===== src/rtl/ds_pkg.sv =====
// ds_pkg: types and constants shared by the DS decoder files.
//   sample_t   - signed 8-bit reconstructed sample
//   interval_t - unsigned 8-bit interval length (in samples)
//   ds_state_e - playback state (IDLE, RUN, STALL)
//   DEF_AMP    - default output magnitude
package ds_pkg;

   localparam int SAMPLE_W = 8;

   typedef logic signed [SAMPLE_W-1:0] sample_t;
   typedef logic        [SAMPLE_W-1:0] interval_t;

   typedef enum logic [1:0] {
      IDLE  = 2'd0,
      RUN   = 2'd1,
      STALL = 2'd2
   } ds_state_e;

   localparam sample_t DEF_AMP = 8'sd64;

endpackage


===== src/rtl/ds_decoder_if.sv =====
// ds_decoder_if: (S, D) input stream and reconstructed sample output of the
// DS decoder.
//   s_in     - crossing pulse, d_in valid while high
//   d_in     - interval length in samples
//   data_out - signed reconstructed sample
//   s_out    - one-cycle pulse on each reconstructed sign toggle
//   busy     - playback active (RUN or STALL)
//   ovf, udf - sticky drop / underrun flags     (DS_DEC_ERR_EN only)
//   clr_err  - clears ovf and udf               (DS_DEC_ERR_EN only)
// Modports: master = stream source / sample sink, slave = decoder.
interface ds_decoder_if;
   import ds_pkg::*;

   logic      s_in;
   interval_t d_in;
   sample_t   data_out;
   logic      s_out;
   logic      busy;
`ifdef DS_DEC_ERR_EN
   logic      ovf;
   logic      udf;
   logic      clr_err;
`endif

`ifdef DS_DEC_ERR_EN
   modport master (output s_in, d_in, clr_err,
                   input  data_out, s_out, busy, ovf, udf);
   modport slave  (input  s_in, d_in, clr_err,
                   output data_out, s_out, busy, ovf, udf);
`else
   modport master (output s_in, d_in,
                   input  data_out, s_out, busy);
   modport slave  (input  s_in, d_in,
                   output data_out, s_out, busy);
`endif

endinterface


===== src/rtl/ds_interval_fifo.sv =====
// ds_interval_fifo: DEPTH x 8 synchronous FIFO of interval lengths.
//   clk, reset_n - clock, synchronous active-low reset (empties the FIFO)
//   push/wr_data - write request and data
//   pop/rd_data  - read request; rd_data shows the head entry (show-ahead)
//   full, empty  - occupancy flags
//   count        - number of stored entries (0..DEPTH)
// A push on a full FIFO is accepted only when a pop happens in the same
// cycle; otherwise it is dropped.
module ds_interval_fifo
   import ds_pkg::*;
#(
   parameter int DEPTH = 4
)(
   input  logic                     clk,
   input  logic                     reset_n,
   input  logic                     push,
   input  interval_t                wr_data,
   input  logic                     pop,
   output interval_t                rd_data,
   output logic                     full,
   output logic                     empty,
   output logic [$clog2(DEPTH):0]   count
);

   localparam int AW = $clog2(DEPTH);
   localparam logic [AW:0] FULL_CNT = (AW+1)'(DEPTH);

   interval_t     mem [DEPTH];
   logic [AW-1:0] wr_ptr, rd_ptr;
   logic [AW:0]   cnt;
   logic          push_ok, pop_ok;

   assign empty   = (cnt == '0);
   assign full    = (cnt == FULL_CNT);
   assign pop_ok  = pop && !empty;
   assign push_ok = push && (!full || pop_ok);
   assign rd_data = mem[rd_ptr];
   assign count   = cnt;

   always_ff @(posedge clk) begin
      if (push_ok) mem[wr_ptr] <= wr_data;
   end

   always_ff @(posedge clk) begin
      if (!reset_n) begin
         wr_ptr <= '0;
         rd_ptr <= '0;
         cnt    <= '0;
      end else begin
         if (push_ok) wr_ptr <= wr_ptr + 1'b1;
         if (pop_ok)  rd_ptr <= rd_ptr + 1'b1;
         case ({push_ok, pop_ok})
            2'b10:   cnt <= cnt + 1'b1;
            2'b01:   cnt <= cnt - 1'b1;
            default: ;
         endcase
      end
   end

endmodule


===== src/rtl/ds_decoder.sv =====
// ds_decoder: rebuilds a signed square wave from an (S, D) zero-crossing
// stream. Intervals are queued in ds_interval_fifo and played back as
// +/-AMP levels whose sign toggles at each reconstructed crossing.
//   clk     - sample clock
//   reset_n - synchronous active-low reset
//   bus     - ds_decoder_if.slave (s_in, d_in, data_out, s_out, busy,
//             plus ovf, udf, clr_err when DS_DEC_ERR_EN is defined)
// Parameters: DEPTH (FIFO entries, power of two), PRIME (occupancy that
// starts playback), AMP (output magnitude).
// Optional feature macro: DS_DEC_ERR_EN adds the sticky ovf/udf flags.
module ds_decoder
   import ds_pkg::*;
#(
   parameter int      DEPTH = 4,
   parameter int      PRIME = 2,
   parameter sample_t AMP   = DEF_AMP
)(
   input  logic         clk,
   input  logic         reset_n,
   ds_decoder_if.slave  bus
);

   localparam int            CW        = $clog2(DEPTH) + 1;
   localparam logic [CW-1:0] PRIME_CNT = CW'(PRIME);

   // A zero interval still occupies one sample.
   function automatic interval_t ivl_len(input interval_t d);
      return (d == '0) ? interval_t'(1) : d;
   endfunction

   function automatic sample_t level_of(input logic neg);
      return neg ? sample_t'(-AMP) : AMP;
   endfunction

   ds_state_e     state, nxt_state;
   interval_t     rd_data;
   interval_t     cnt_p1;
   logic [CW-1:0] count;
   logic          empty, full;
   logic          pop, load, toggle;
   logic          nxt_neg, last, primed;
   logic          neg_p1, tog_p1, busy_p1;
   sample_t       level_p1;

   ds_interval_fifo #(.DEPTH(DEPTH)) u_fifo (
      .clk     (clk),
      .reset_n (reset_n),
      .push    (bus.s_in),
      .wr_data (bus.d_in),
      .pop     (pop),
      .rd_data (rd_data),
      .full    (full),
      .empty   (empty),
      .count   (count)
   );

   assign primed  = (count >= PRIME_CNT);
   // cnt_p1 is never zero in RUN, so 1 marks the final sample of the level.
   assign last    = (cnt_p1 == interval_t'(1));
   // The first interval after IDLE always starts positive.
   assign nxt_neg = toggle ? ~neg_p1 : 1'b0;

   always_ff @(posedge clk) begin
      if (!reset_n) state <= IDLE;
      else          state <= nxt_state;
   end

   always_comb begin
      nxt_state = state;
      case (state)
         IDLE:    if (primed)         nxt_state = RUN;
         RUN:     if (last && empty)  nxt_state = STALL;
         STALL:   if (!empty)         nxt_state = RUN;
         default:                     nxt_state = IDLE;
      endcase
   end

   always_comb begin
      pop    = 1'b0;
      load   = 1'b0;
      toggle = 1'b0;
      case (state)
         IDLE: begin
            if (primed) begin
               pop  = 1'b1;
               load = 1'b1;
            end
         end
         RUN: begin
            if (last && !empty) begin
               pop    = 1'b1;
               load   = 1'b1;
               toggle = 1'b1;
            end
         end
         STALL: begin
            if (!empty) begin
               pop    = 1'b1;
               load   = 1'b1;
               toggle = 1'b1;
            end
         end
         default: ;
      endcase
   end

   // ---- stage p1: interval counter and registered outputs ----
   // Counter holds at 1 in STALL; it is only meaningful after a load.
   always_ff @(posedge clk) begin
      if (load)                      cnt_p1 <= ivl_len(rd_data);
      else if (state == RUN && !last) cnt_p1 <= cnt_p1 - 1'b1;
   end

   always_ff @(posedge clk) begin
      if (!reset_n) begin
         neg_p1   <= 1'b0;
         tog_p1   <= 1'b0;
         busy_p1  <= 1'b0;
         level_p1 <= '0;
      end else begin
         tog_p1  <= toggle;
         busy_p1 <= (nxt_state != IDLE);
         if (load) begin
            neg_p1   <= nxt_neg;
            level_p1 <= level_of(nxt_neg);
         end
      end
   end

   assign bus.data_out = level_p1;
   assign bus.s_out    = tog_p1;
   assign bus.busy     = busy_p1;

`ifdef DS_DEC_ERR_EN
   logic drop, underrun, ovf_p1, udf_p1;

   assign drop     = bus.s_in && full && !pop;
   assign underrun = (state == RUN) && last && empty;

   // A new event in the same cycle as clr_err keeps the flag set.
   always_ff @(posedge clk) begin
      if (!reset_n) begin
         ovf_p1 <= 1'b0;
         udf_p1 <= 1'b0;
      end else begin
         ovf_p1 <= drop     | (ovf_p1 & ~bus.clr_err);
         udf_p1 <= underrun | (udf_p1 & ~bus.clr_err);
      end
   end

   assign bus.ovf = ovf_p1;
   assign bus.udf = udf_p1;
`else
   logic unused_full;
   assign unused_full = full;
`endif

endmodule

===== src/flat_wrapper.sv =====
// flat-port wrapper written by rule: the top's interface ports become plain ports
module ds_decoder_flat import ds_pkg::*;
#(
   parameter int      DEPTH = 4,
   parameter int      PRIME = 2,
   parameter sample_t AMP   = DEF_AMP
)
  (clk, reset_n, bus_s_in, bus_d_in, bus_data_out, bus_s_out, bus_busy);
  ds_decoder_if bus_i ();
  input  logic clk;
  input  logic reset_n;
  input wire logic [$bits(bus_i.s_in)-1:0] bus_s_in;
  input wire logic [$bits(bus_i.d_in)-1:0] bus_d_in;
  output wire logic [$bits(bus_i.data_out)-1:0] bus_data_out;
  output wire logic [$bits(bus_i.s_out)-1:0] bus_s_out;
  output wire logic [$bits(bus_i.busy)-1:0] bus_busy;
  assign bus_i.s_in = bus_s_in;
  assign bus_i.d_in = bus_d_in;
  assign bus_data_out = bus_i.data_out;
  assign bus_s_out = bus_i.s_out;
  assign bus_busy = bus_i.busy;
  ds_decoder #(.DEPTH(DEPTH), .PRIME(PRIME), .AMP(AMP)) u_core (.clk(clk), .reset_n(reset_n), .bus(bus_i));
endmodule

===== config.mk =====
export PLATFORM = sky130hd
export DESIGN_NAME = ds_decoder_flat
export DESIGN_NICKNAME = d
export VERILOG_FILES = /design/src/rtl/ds_pkg.sv /design/src/rtl/ds_decoder_if.sv /design/src/rtl/ds_interval_fifo.sv /design/src/rtl/ds_decoder.sv /design/src/flat_wrapper.sv
export SDC_FILE = /design/constraint.sdc
export NUM_CORES = 1
export LEC_CHECK = 0
export BUFFER_PORTS_ARGS = -buffer_cell sky130_fd_sc_hd__buf_4
export CAP_MARGIN = 20
export CORE_AREA = 2 2 114 83
export DETAILED_ROUTE_END_ITERATION = 16
export DIE_AREA = 0 0 116 85
export PLACE_DENSITY_LB_ADDON = 0.2
export SYNTH_ARGS = -nofsm -noshare
export SYNTH_HDL_FRONTEND = slang
export SYNTH_SLANG_ARGS = --single-unit

===== constraint.sdc =====
create_clock -name clk -period 3.9 [get_ports clk]
set_input_delay 0 -clock clk [delete_from_list [all_inputs] [get_ports clk]]
set_output_delay 0 -clock clk [all_outputs]
set_load 0.02 [all_outputs]

# Yosys cells after proc, flatten, opt, wreduce, memory -nomap -nowiden
# Memories as Yosys holds them, arrays and structs flattened. A register that Yosys moved wholly into a read port is not among the register bits.
# Index checks and enable logic that the tools add are counted.
[totals]
regBits = 28
word_cells = 57
memories = 1
out_inout_bits = 10
ramBits = 32
[classes]
bitwise_logic = 1
n_mux = 19
order_cmp = 1
n_reduce_logical = 15
n_addsub = 5
n_eq_ne = 6
[memory_table]
columns = ["memory", "words", "word_bits", "read_ports", "rd_clocked_by_memory_dff", "write_ports", "line", "text"]
rows = [
  ["u_core.u_fifo.mem", 4, 8, 1, 1, 1, "ds_interval_fifo.sv:28", "interval_t mem [DEPTH];"],
]
[op_table]
columns = ["cell", "count"]
rows = [
  ["8-bit 2-to-1 mux", 4],
  ["2-bit 2-to-1 mux", 5],
  ["8-bit by 1-bit equality test with 1-bit output (second input constant)", 1],
  ["8-bit zero test", 1],
  ["8-bit by 1-bit subtractor with 8-bit output (second input constant)", 1],
  ["1-bit 2-to-1 mux", 6],
  ["2-bit one-hot mux with 3 select lines", 1],
  ["3-bit one-hot mux with 2 select lines", 1],
  ["2-bit nonzero test", 3],
  ["1-bit logical AND", 5],
  ["2-bit by 1-bit adder with 2-bit output (second input constant)", 2],
  ["2-bit by 1-bit equality test with 1-bit output (second input constant)", 2],
  ["2-bit equality test (second input constant)", 2],
  ["3-bit by 1-bit adder with 3-bit output (second input constant)", 1],
  ["3-bit equality test (second input constant)", 1],
  ["3-bit by 2-bit >= comparator with 1-bit output (second input constant)", 1],
  ["1-bit zero test", 3],
  ["3-bit zero test", 1],
  ["1-bit one-hot mux with 3 select lines", 1],
  ["3-bit by 1-bit subtractor with 3-bit output (second input constant)", 1],
  ["2-bit zero test", 1],
  ["1-bit one-hot mux with 2 select lines", 1],
  ["1-bit logical OR", 1],
  ["1-bit inverter", 1],
]

# Longest topological paths before layout
# Gate-level depths: netlist of the first run.
[logic_depth]
depth_word = 10
mapped_depth = 11
ltp_nobuf = 11

# By module
# A second synthesis of the first run with hierarchy kept.
[unflattened]
hier_cells = 191
area_unflattened_um2 = 2660.1
[modules_own_cells]
columns = ["module", "instances", "area_per_inst_um2", "cells_per_inst", "seq_area_each_um2"]
rows = [
  ["ds_interval_fifo", 1, 1699.1, 102, 1141.1],
  ["ds_decoder", 1, 960.9, 89, 360.3],
]

# Worst setup path after synthesis of the first run
# OpenSTA, ideal clock, no wires.
[synth_path]
path_kind = "register -> register"
from = "register u_core.cnt_p1[1]"
to = "register u_core.u_fifo.cnt[2] (netlist: u_core.u_fifo.count[2])"
synth_period_minus_slack_ps = 3041
arrival_ps = 2907
setup_ps = 134
required_ps = 3766
path_stages_with_launch = 12
slack_ps = 859
cell_sequence = "edfxtp_1 inv_1 ha_1 or3b_2 or4b_4 a211oi_4 inv_1 fa_1 nor2b_1 o21ai_0 o2bb2ai_1 a211oi_2"
[synth_via]
elab_chain_cells = 9
elab_cells_between_ends = 11
cone_classes = "eq/ne (3); mux (3); reduce/logical (5)"
[synth_lines]
columns = ["element", "line", "text"]
rows = [
  ["start, declared", "ds_decoder.sv:37", "interval_t cnt_p1;"],
  ["start signal, assigned", "ds_decoder.sv:110", "if (load) cnt_p1 <= ivl_len(rd_data);"],
  ["start signal, assigned", "ds_decoder.sv:111", "else if (state == RUN && !last) cnt_p1 <= cnt_p1 - 1'b1;"],
  ["8-bit by 1-bit equality test with 1-bit output *", "ds_decoder.sv:59", "assign last = (cnt_p1 == interval_t'(1));"],
  ["1-bit logical AND *", "ds_decoder.sv:90", "if (last && !empty) begin"],
  ["1-bit 2-to-1 mux *", "ds_decoder.sv:90", ""],
  ["1-bit one-hot mux with 3 select lines *", "ds_decoder.sv:82", "case (state)"],
  ["1-bit logical AND *", "ds_interval_fifo.sv:35", "assign pop_ok = pop && !empty;"],
  ["1-bit logical OR", "ds_interval_fifo.sv:36", "assign push_ok = push && (!full || pop_ok);"],
  ["1-bit logical AND", "ds_interval_fifo.sv:36", ""],
  ["2-bit by 1-bit equality test with 1-bit output or 2-bit equality test (tied branches)", "ds_interval_fifo.sv:52", "case ({push_ok, pop_ok})"],
  ["3-bit one-hot mux with 2 select lines or 2-bit nonzero test (tied branches)", "n/a", ""],
  ["end signal, assigned", "ds_interval_fifo.sv:53", "2'b10: cnt <= cnt + 1'b1;"],
  ["end signal, assigned", "ds_interval_fifo.sv:54", "2'b01: cnt <= cnt - 1'b1;"],
  ["end, declared", "ds_interval_fifo.sv:30", "logic [AW:0] cnt;"],
]
# Mark *: on every way between the ends. The rest lies on a longest branch, timed or not.
# A chain may end at the register's enable or synchronous reset.

# Worst setup path after layout of the first run
# Same ends and word-level chain as after synthesis.

==> impl_results.md, run 1 <==
- Status: finished, final reports clean
- Die Height: 85 um
- Worst reg2reg endpoint: u_core.u_fifo.count[2]
- Max-cap viol count: 0
- Multiplexer share of the synthesized area: 7.847%
- Mapped Area: 2551 sq um
- Vias: 1444
- Period utilization: 83.12%
- Syn avg cell area: 13.22 sq um
- Worst EP arrival: 3.41 ns
- Area share of the leading cell type in the synthesized netlist: 47.08%
- FF-to-FF setup slack: 0.66 ns
- Cell taking the most area after synthesis: edfxtp_1
- Crit-path max FO: 4
- Fin area: 2992 sq um
- Max Clock Freq: 0.3085 GHz
- Pre-CTS setup slack: 0.6773 ns
- Tot GR Track Use: 9.697%
- Routed wire length: 4306 um
- Clock transition at the registers of the reported paths: 0.07 ns
- Die width: 116 um
- Critical path class: reg -> reg
- Hold depth: 3
- LEAKAGE: 0.001038 uW
- Syn Inst Count: 193
- TritonRoute pass-1 iters: 4
- Post-CTS Setup Inserts: 0
- Core ar.: 8781 sq um
- DR vias/cell: 4.235
- Most Crowded Layer GR: met1
- Post-Synth Adder-Cell Area: 5.689%
- Prevailing post-synth register cell: edfxtp_1
- Area post-placement: 2754 sq um
- Synthesis-stage register bit count: 55
- CTS root buf: clkbuf_16
- Clock sinks: 55
- Worst hold path type: in -> reg
- Worst setup margin: 0.6585 ns
- Worst Path Required: 4.07 ns
- I/O pin cnt: 21
- H-Tree Depth: 2
- Pwr/cell area: 641.5 nW/um^2
- DRT iter0 DRCs: 78
- Final hold slack: 0.06063 ns
- Final TNS setup: 0 ns
- Initial antenna violation count: 0
- Post_cts resized: 0
- Top cells by area, synth: edfxtp_1, dfxtp_1, mux4_2, ha_1, buf_4
- Period minus WS final: 3.242 ns
- GRT met3 Usage: 3.000%
- Synth top cells by count: edfxtp_1, dfxtp_1, nand2_1
- Largest family of logic cells by synthesized area: simple AND/OR/NAND/NOR gates
- Critical R2R Launch: u_core.cnt_p1[1]
- Met2 GRT Util: 12.97%
- GRT met1 Usage: 14.89%
- Largest net degree at the start of global routing: 21
- Slew HR: 39.22%
- Worst-margin pin slew: 0.9116 ns
- Crit end category: register
- Peak VDD IR: 0.0001873 V
- Async SR Flop Fraction: 0%
- Unrepaired setup endpoints after global routing: no
- Seq/Total Area, Yosys: 58.85%
- Share of cells above drive strength 1: 18.43%
- Setup crit start: u_core.cnt_p1[1]
- Filler cells: 890
- Antenna diodes: 0
- Rows: 29
- Startpoint Class: register
- Post-DP HPWL: 3027 um
- Remaining DRCs: 0
- Simple-gate area share of the yosys netlist: 9.858%
- Area Growth Syn to Fin: 17.26%
- Num CTS Buffers: 5
- Worst R2R Path Depth: 11
- Grt ovf: 0
- Xor and xnor area share after synthesis: 3.090%
- First-pass GRT wire length: 7238 um
- Clock latency on the worst-skew pair: 0.29 ns
- Bufs on Longest Clock Path: 2
- Routed len/inst: 12.63 um
- Syn. warnings: 0
- Most common cell in the netlist: edfxtp_1
- Gpl congestion: 0.7763
- Hold violation total from the final report: 0
- Synth Area in Compound Gates: 9.613%
- Starting Density: 29.05%
- Setup Skew: 0.006140 ns
- Final setup vio count: 0
- Number of global-route vias before repair: 1362
- CTS tree: yes
- Layout Nets: 238
- Die ar.: 9860 sq um
- Hold buffers post-CTS: 9
- Max Slew Vio Count: 0
- Port bufs: 14
- Critical Path Sink: u_core.u_fifo.count[2]
- DRT antenna net count: 0
- Cell variety after synth: 42
- Post-synth EDFFs: 40
- Total Power: 1919 uW
-- cell type report --
cell class,count,area [sq um],share of cell area [%]
Sequential cell,55,1501,50.19
Multi-Input combinational cell,118,943.4,31.53
Timing Repair Buffer,23,195.2,6.524
Tap cell,124,155.1,5.186
Clock buffer,5,125.1,4.182
Inverter,13,48.80,1.631
Clock inverter,3,22.52,0.7528
-- report_power, final --
group / total (uW) / leakage (uW) / internal (uW) / switching, uW
registers: 881 / 0.000491 / 785 / 96.0
clock network: 450 / 0.0000694 / 241 / 209
logic: 588 / 0.000477 / 248 / 340
-- layout by cell type, fill, tap and decap left out, drive strengths merged, types with 2 or more instances in the layout --
cell type	n
o211a	2
dlygate4sd3	9
xor2	4
mux2i	2
conb	6
nor3	3
xnor2	5
inv	14
o21ai	10
nor2	13
nand2	15
buf	14
a211oi	2
ha	10
or2	2
mux4	8
or3	2
dfxtp	15
nor4	2
edfxtp	40
clkbuf	5
and2	5
nand3	3
a21oi	8
-- logic make-up (layout without fill, tap and decap cells) --
group	after synthesis	after routing
other cells	1	6
buf+inv	25	44
flops	55	55
mux	10	10
simple gates	50	50
xor+xnor	9	9
compound gates	32	32
fa+ha+maj	11	11
-- metrics by stage --
| step | utilization [%] | cells |
|---|---|---|
| after floorplan | - | 198 |
| after global placement | 31.36 | 324 |
| after detailed placement | 31.36 | 324 |
| after CTS | 34.07 | 341 |
| after global routing | 34.07 | 341 |
| final | 34.07 | 341 |
-- per-layer routing --
metal / part of all wire (%) / vias to the layer above
li1: - / 734
met1: 54 / 684
met2: 41 / 22
met3: 3.6 / 4
met4: 0.79 / 0
met5: 0 / -
-- state kept, by name (all words and copies together), names as in the netlist, named ones only --
register              count
u_core.bus.s_out          1
u_core.u_fifo.wr_ptr      2
u_core.u_fifo.rd_ptr      2
u_core.state              2
u_core.u_fifo.count       3
u_core.neg_p1             1
u_core.u_fifo.mem        32
u_core.bus.data_out       1
u_core.bus.busy           1
u_core.cnt_p1             8
-- critical path, cell delays in order (launching register included) --
cell and delay, ns:
edfxtp_1 0.39, inv_1 0.09, ha_1 0.14, or3b_2 0.47
or4b_4 0.54, a211oi_4 0.32, inv_1 0.10, fa_1 0.48
nor2b_1 0.20, o21ai_0 0.11, o2bb2ai_1 0.18, a211oi_2 0.09
-- worst min path at each step --
stage           startpoint                 endpoint  slack [ns]
2_1_floorplan  bus_d_in[0]  u_core.u_fifo.mem[0][0]         0.1
3_3_place_gp   bus_d_in[5]  u_core.u_fifo.mem[2][5]        0.20
3_5_place_dp   bus_d_in[0]  u_core.u_fifo.mem[3][0]        0.21
4_1_cts           bus_s_in   u_core.u_fifo.count[1]        0.05
5_1_grt           bus_s_in   u_core.u_fifo.count[1]        0.08
6_report          bus_s_in   u_core.u_fifo.count[1]        0.06
(Power assumes the default switching activity.)
==> run 2: changes to the inputs <==
--- a/config.mk
+++ b/config.mk
@@ -5,11 +5,12 @@
 export SDC_FILE = /design/constraint.sdc
 export NUM_CORES = 1
 export LEC_CHECK = 0
+export ABC_AREA = 1
 export BUFFER_PORTS_ARGS = -buffer_cell sky130_fd_sc_hd__buf_4
 export CAP_MARGIN = 20
-export CORE_AREA = 2 2 114 83
+export CORE_AREA = 2 2 115 84
 export DETAILED_ROUTE_END_ITERATION = 16
-export DIE_AREA = 0 0 116 85
+export DIE_AREA = 0 0 117 86
 export PLACE_DENSITY_LB_ADDON = 0.2
 export SYNTH_ARGS = -nofsm -noshare
 export SYNTH_HDL_FRONTEND = slang
==> constraint.sdc (replaced) <==
create_clock -name clk -period 2.7 [get_ports clk]
set_input_delay 0 -clock clk [delete_from_list [all_inputs] [get_ports clk]]
set_output_delay 0 -clock clk [all_outputs]
set_load 0.02 [all_outputs]
==> impl_results.md, run 2 <==
- Clock latency on the worst-skew pair: 0.29 ns (about the same)
- TritonRoute pass-1 iters: 4 (unchanged)
- Max Slew Vio Count: 0 (unchanged)
- Filler cells: 914 (was 890)
- Cell-internal power: 1972 uW (was 1274 uW)
- Commonest cells after routing, fill and taps aside: nand2_1, edfxtp_1, inv_1, nor2_1, a21oi_1 (was edfxtp_1, nand2_1, dfxtp_1, buf_4)
- Antenna diodes: 0 (unchanged)
- Worst hold start: bus_s_in (unchanged)
- Pre-CTS setup slack: 0.2921 ns (was 0.6773 ns)
- Core ar.: 8890 sq um (was 8781 sq um)
- I/O pin cnt: 21 (unchanged)
- Number of global-route vias before repair: 1590 (was 1362)
- Cell variety after synth: 34 (was 42)
- Switching share of power: 36.29% (was 33.61%)
- DR vias/cell: 4.219 (was 4.235)
- Gpl congestion: 0.6932 (was 0.7763)
- Port bufs: 14 (unchanged)
- Sw power: 1123 uW (was 645.0 uW)
- Remaining DRCs: 0 (unchanged)
- Critical path's largest stage delay: 0.72 ns (was 0.54 ns)
- Syn avg cell area: 9.794 sq um (was 13.22 sq um)
- Hold violation total from the final report: 0 (unchanged)
- Die width: 117 um (was 116 um)
- Worst Path Required: 2.62 ns (was 4.07 ns)
- Post-synth EDFFs: 40 (unchanged)
- Worst setup margin: 0.3349 ns (was 0.6585 ns)
- Critical path class: reg -> reg (unchanged)
- Starting Density: 29.42% (was 29.05%)
- Crit end category: register (unchanged)
- Critical R2R Launch: u_core.cnt_p1[1] (unchanged)
- Rows: 29 (unchanged)
- Die Height: 86 um (was 85 um)
- Async SR Flop Fraction: 0% (unchanged)
- Max reg flops: 32 (unchanged)
- Worst EP arrival: 2.28 ns (was 3.41 ns)
- Worst hold path type: in -> reg (unchanged)
- First-pass GRT wire length: 8052 um (was 7238 um)
- Crit path max-delay cell type: nor2_1 (was or4b_4)
- Setup Skew: 0.004976 ns (was 0.006140 ns)
- Top cells by area, synth: edfxtp_1, dfxtp_1, nand2_1, ha_1, a21oi_1 (was edfxtp_1, dfxtp_1, mux4_2, ha_1, buf_4)
- Max Clock Freq: 0.4228 GHz (was 0.3085 GHz)
- Most common cell on crit path: nand2_2 (was inv_1)
- Hold endpoint: u_core.u_fifo.count[2] (was u_core.u_fifo.count[1])
- Startpoint Class: register (unchanged)
- Final hold slack: 0.1078 ns (was 0.06063 ns)
- Prevailing post-synth register cell: edfxtp_1 (unchanged)
- Combinational power share: 35.0% (was 30.6%)
- Unrepaired setup endpoints after global routing: no (unchanged)
- Mapped Area: 2615 sq um (was 2551 sq um)
- Most common cell in the netlist: nand2_1 (was edfxtp_1)
- CTS root buf: clkbuf_16 (unchanged)
- Routed len/inst: 11.70 um (was 12.63 um)
- Syn Inst Count: 267 (was 193)
- LEAKAGE: 0.001254 uW (was 0.001038 uW)
- Vias: 1751 (was 1444)
- Worst reg2reg endpoint: u_core.u_fifo.mem[0][3] (was u_core.u_fifo.count[2])
- Initial antenna violation count: 0 (unchanged)
- H-Tree Depth: 2 (unchanged)
- Layout Nets: 312 (was 238)
- Cell taking the most area after synthesis: edfxtp_1 (unchanged)
- Slew HR: 38.47% (was 39.22%)
- Period utilization: 87.60% (was 83.12%)
- FF-to-FF setup slack: 0.33 ns (was 0.66 ns)
- Register bank with the most flops: u_core.u_fifo.mem (unchanged)
- Final setup vio count: 0 (unchanged)
- Crit-path max FO: 8 (was 4)
- Crit-path cells: inv_1 -> ha_1 -> nand2_1 -> nor2_4 -> nand2_2 -> nand3_2 -> nand2_2 -> nand3_1 -> nand2_2 -> nor2_1 (was inv_1 -> ha_1 -> or3b_2 -> or4b_4 -> a211oi_4 -> inv_1 -> fa_1 -> nor2b_1 -> o21ai_0 -> o2bb2ai_1 -> a211oi_2)
- Num CTS Buffers: 5 (unchanged)
- Area share of the leading cell type in the synthesized netlist: 45.93% (was 47.08%)
- Bufs and invs on worst path: 1 (was 2)
- Hold depth: 4 (was 3)
- Routed wire length: 4854 um (was 4306 um)
- Register area: 1501 sq um (unchanged)
- Worst-margin pin slew: 0.9196 ns (was 0.9116 ns)
- Delay-heaviest family, CP: simple AND/OR/NAND/NOR gates (unchanged)
- Clock transition at the registers of the reported paths: 0.07 ns (about the same)
- Die ar.: 10060 sq um (was 9860 sq um)
- Clock sinks: 55 (unchanged)
- Seq/Total Area, Yosys: 57.42% (was 58.85%)
- Multi-input gate area: 924.6 sq um (was 943.4 sq um)
- Grt ovf: 0 (unchanged)
- Bufs on Longest Clock Path: 2 (unchanged)
- Post_cts resized: 0 (unchanged)
- Commonest non-fill, non-tap cell in the layout: nand2_1 (was edfxtp_1)
- Final TNS setup: 0 ns (unchanged)
- Period minus WS final: 2.365 ns (was 3.242 ns)
- Clock power frac: 23.4% (was 23.5%)
- Post-DP HPWL: 3398 um (was 3027 um)
- Pwr/cell area: 1010 nW/um^2 (was 641.5 nW/um^2)
- Worst R2R Path Depth: 10 (was 11)
- CTS tree: yes (unchanged)
- DRT iter0 DRCs: 91 (was 78)
- Status: finished, final reports clean (unchanged)
- Syn. warnings: 0 (unchanged)
- Synth top cells by count: nand2_1, edfxtp_1, inv_1 (was edfxtp_1, dfxtp_1, nand2_1)
- Area Growth Syn to Fin: 17.18% (was 17.26%)
- Share of cells above drive strength 1: 14.09% (was 18.43%)
- Peak VDD IR: 0.0005143 V (was 0.0001873 V)
- Tot GR Track Use: 10.46% (was 9.697%)
- Max-cap viol count: 0 (unchanged)
- Reg power frac: 41.6% (was 45.9%)
- Largest net degree at the start of global routing: 20 (was 21)
- Synthesis-stage register bit count: 55 (unchanged)
- DRT antenna net count: 0 (unchanged)
-- run 2: cell types whose count changed after synthesis, sizes merged, moves of 4 or more --
| cell | delta |
|---|---|
| mux4 | -8 |
| nor2 | +13 |
| buf | +4 |
| nand2 | +54 |
| nand4 | +4 |
| a21oi | +16 |
| inv | +16 |
| and2 | -5 |
-- run 2: area by class of cell --
cell class | count | area share (%)
clock inverters | 3 | 1.266
flip-flops and latches | 55 | 49.00
clock buffers | 5 | 4.083
well taps | 124 | 5.063
inverters | 29 | 3.552
multi-input cells | 174 | 30.18
repair buffers | 25 | 6.860
-- run 2: how the worst max path moves through the flow --
stage	from	endpoint	slack [ns]	cells after the start
final	u_core.cnt_p1[1]	u_core.u_fifo.mem[0][3]	0.33	10
after global routing	u_core.cnt_p1[1]	u_core.u_fifo.mem[0][0]	0.11	10
after CTS	u_core.cnt_p1[1]	u_core.u_fifo.mem[0][3]	0.28	10
after detailed placement	u_core.cnt_p1[1]	u_core.u_fifo.mem[0][0]	0.29	10
after global placement	u_core.cnt_p1[6]	u_core.u_fifo.mem[0][0]	0.33	9
after floorplan	u_core.cnt_p1[1]	u_core.u_fifo.count[2]	0.66	14
-- run 2: layer usage --
layer | track usage (%) | wire length, um
met1 | 16.46 | 2747
met2 | 13.66 | 1956
met3 | 2.756 | 126
met4 | 3.209 | 24
met5 | 0 | 0
-- run 2: kinds of logic after synthesis --
kind of cell	share of synthesized area [%]
compound gates	8.374
xor+xnor	1.675
fa+ha+maj	5.550
buf+inv	7.943
flops	57.42
mux	0.3828
other cells	0.1434
simple gates	18.52
-- run 2: repair_timing --
item                                   in CTS  in global routing
setup endpoints to repair                   0                  0
setup buffers                               0                  0
hold buffers                                9                  0
endpoints found under the hold margin      34                  0
-- run 2: tightest hold or removal path: stages --
cell and delay [ns]:
buf_4 0.14, nand4_2 0.09, a21oi_1 0.06, nor2_1 0.08
-- run 2: through the flow --
step	std cells	area [sq um]	power, uW	util (%)
after detailed placement	398	2810	2392	31.61
after CTS	415	3064	3132	34.47
final	415	3064	3095	34.47
after global placement	398	2810	2399	31.61
after floorplan	272	2634	2151	-
after global routing	415	3064	3339	34.47
-- run 2: power groups by stage --
stage / registers (uW) / logic (uW) / clock network [uW]
after floorplan: 1280 / 867 / 0
after global placement: 1310 / 1090 / 0
after detailed placement: 1310 / 1080 / 0
after CTS: 1290 / 1100 / 742
after global routing: 1320 / 1250 / 774
final: 1290 / 1080 / 723
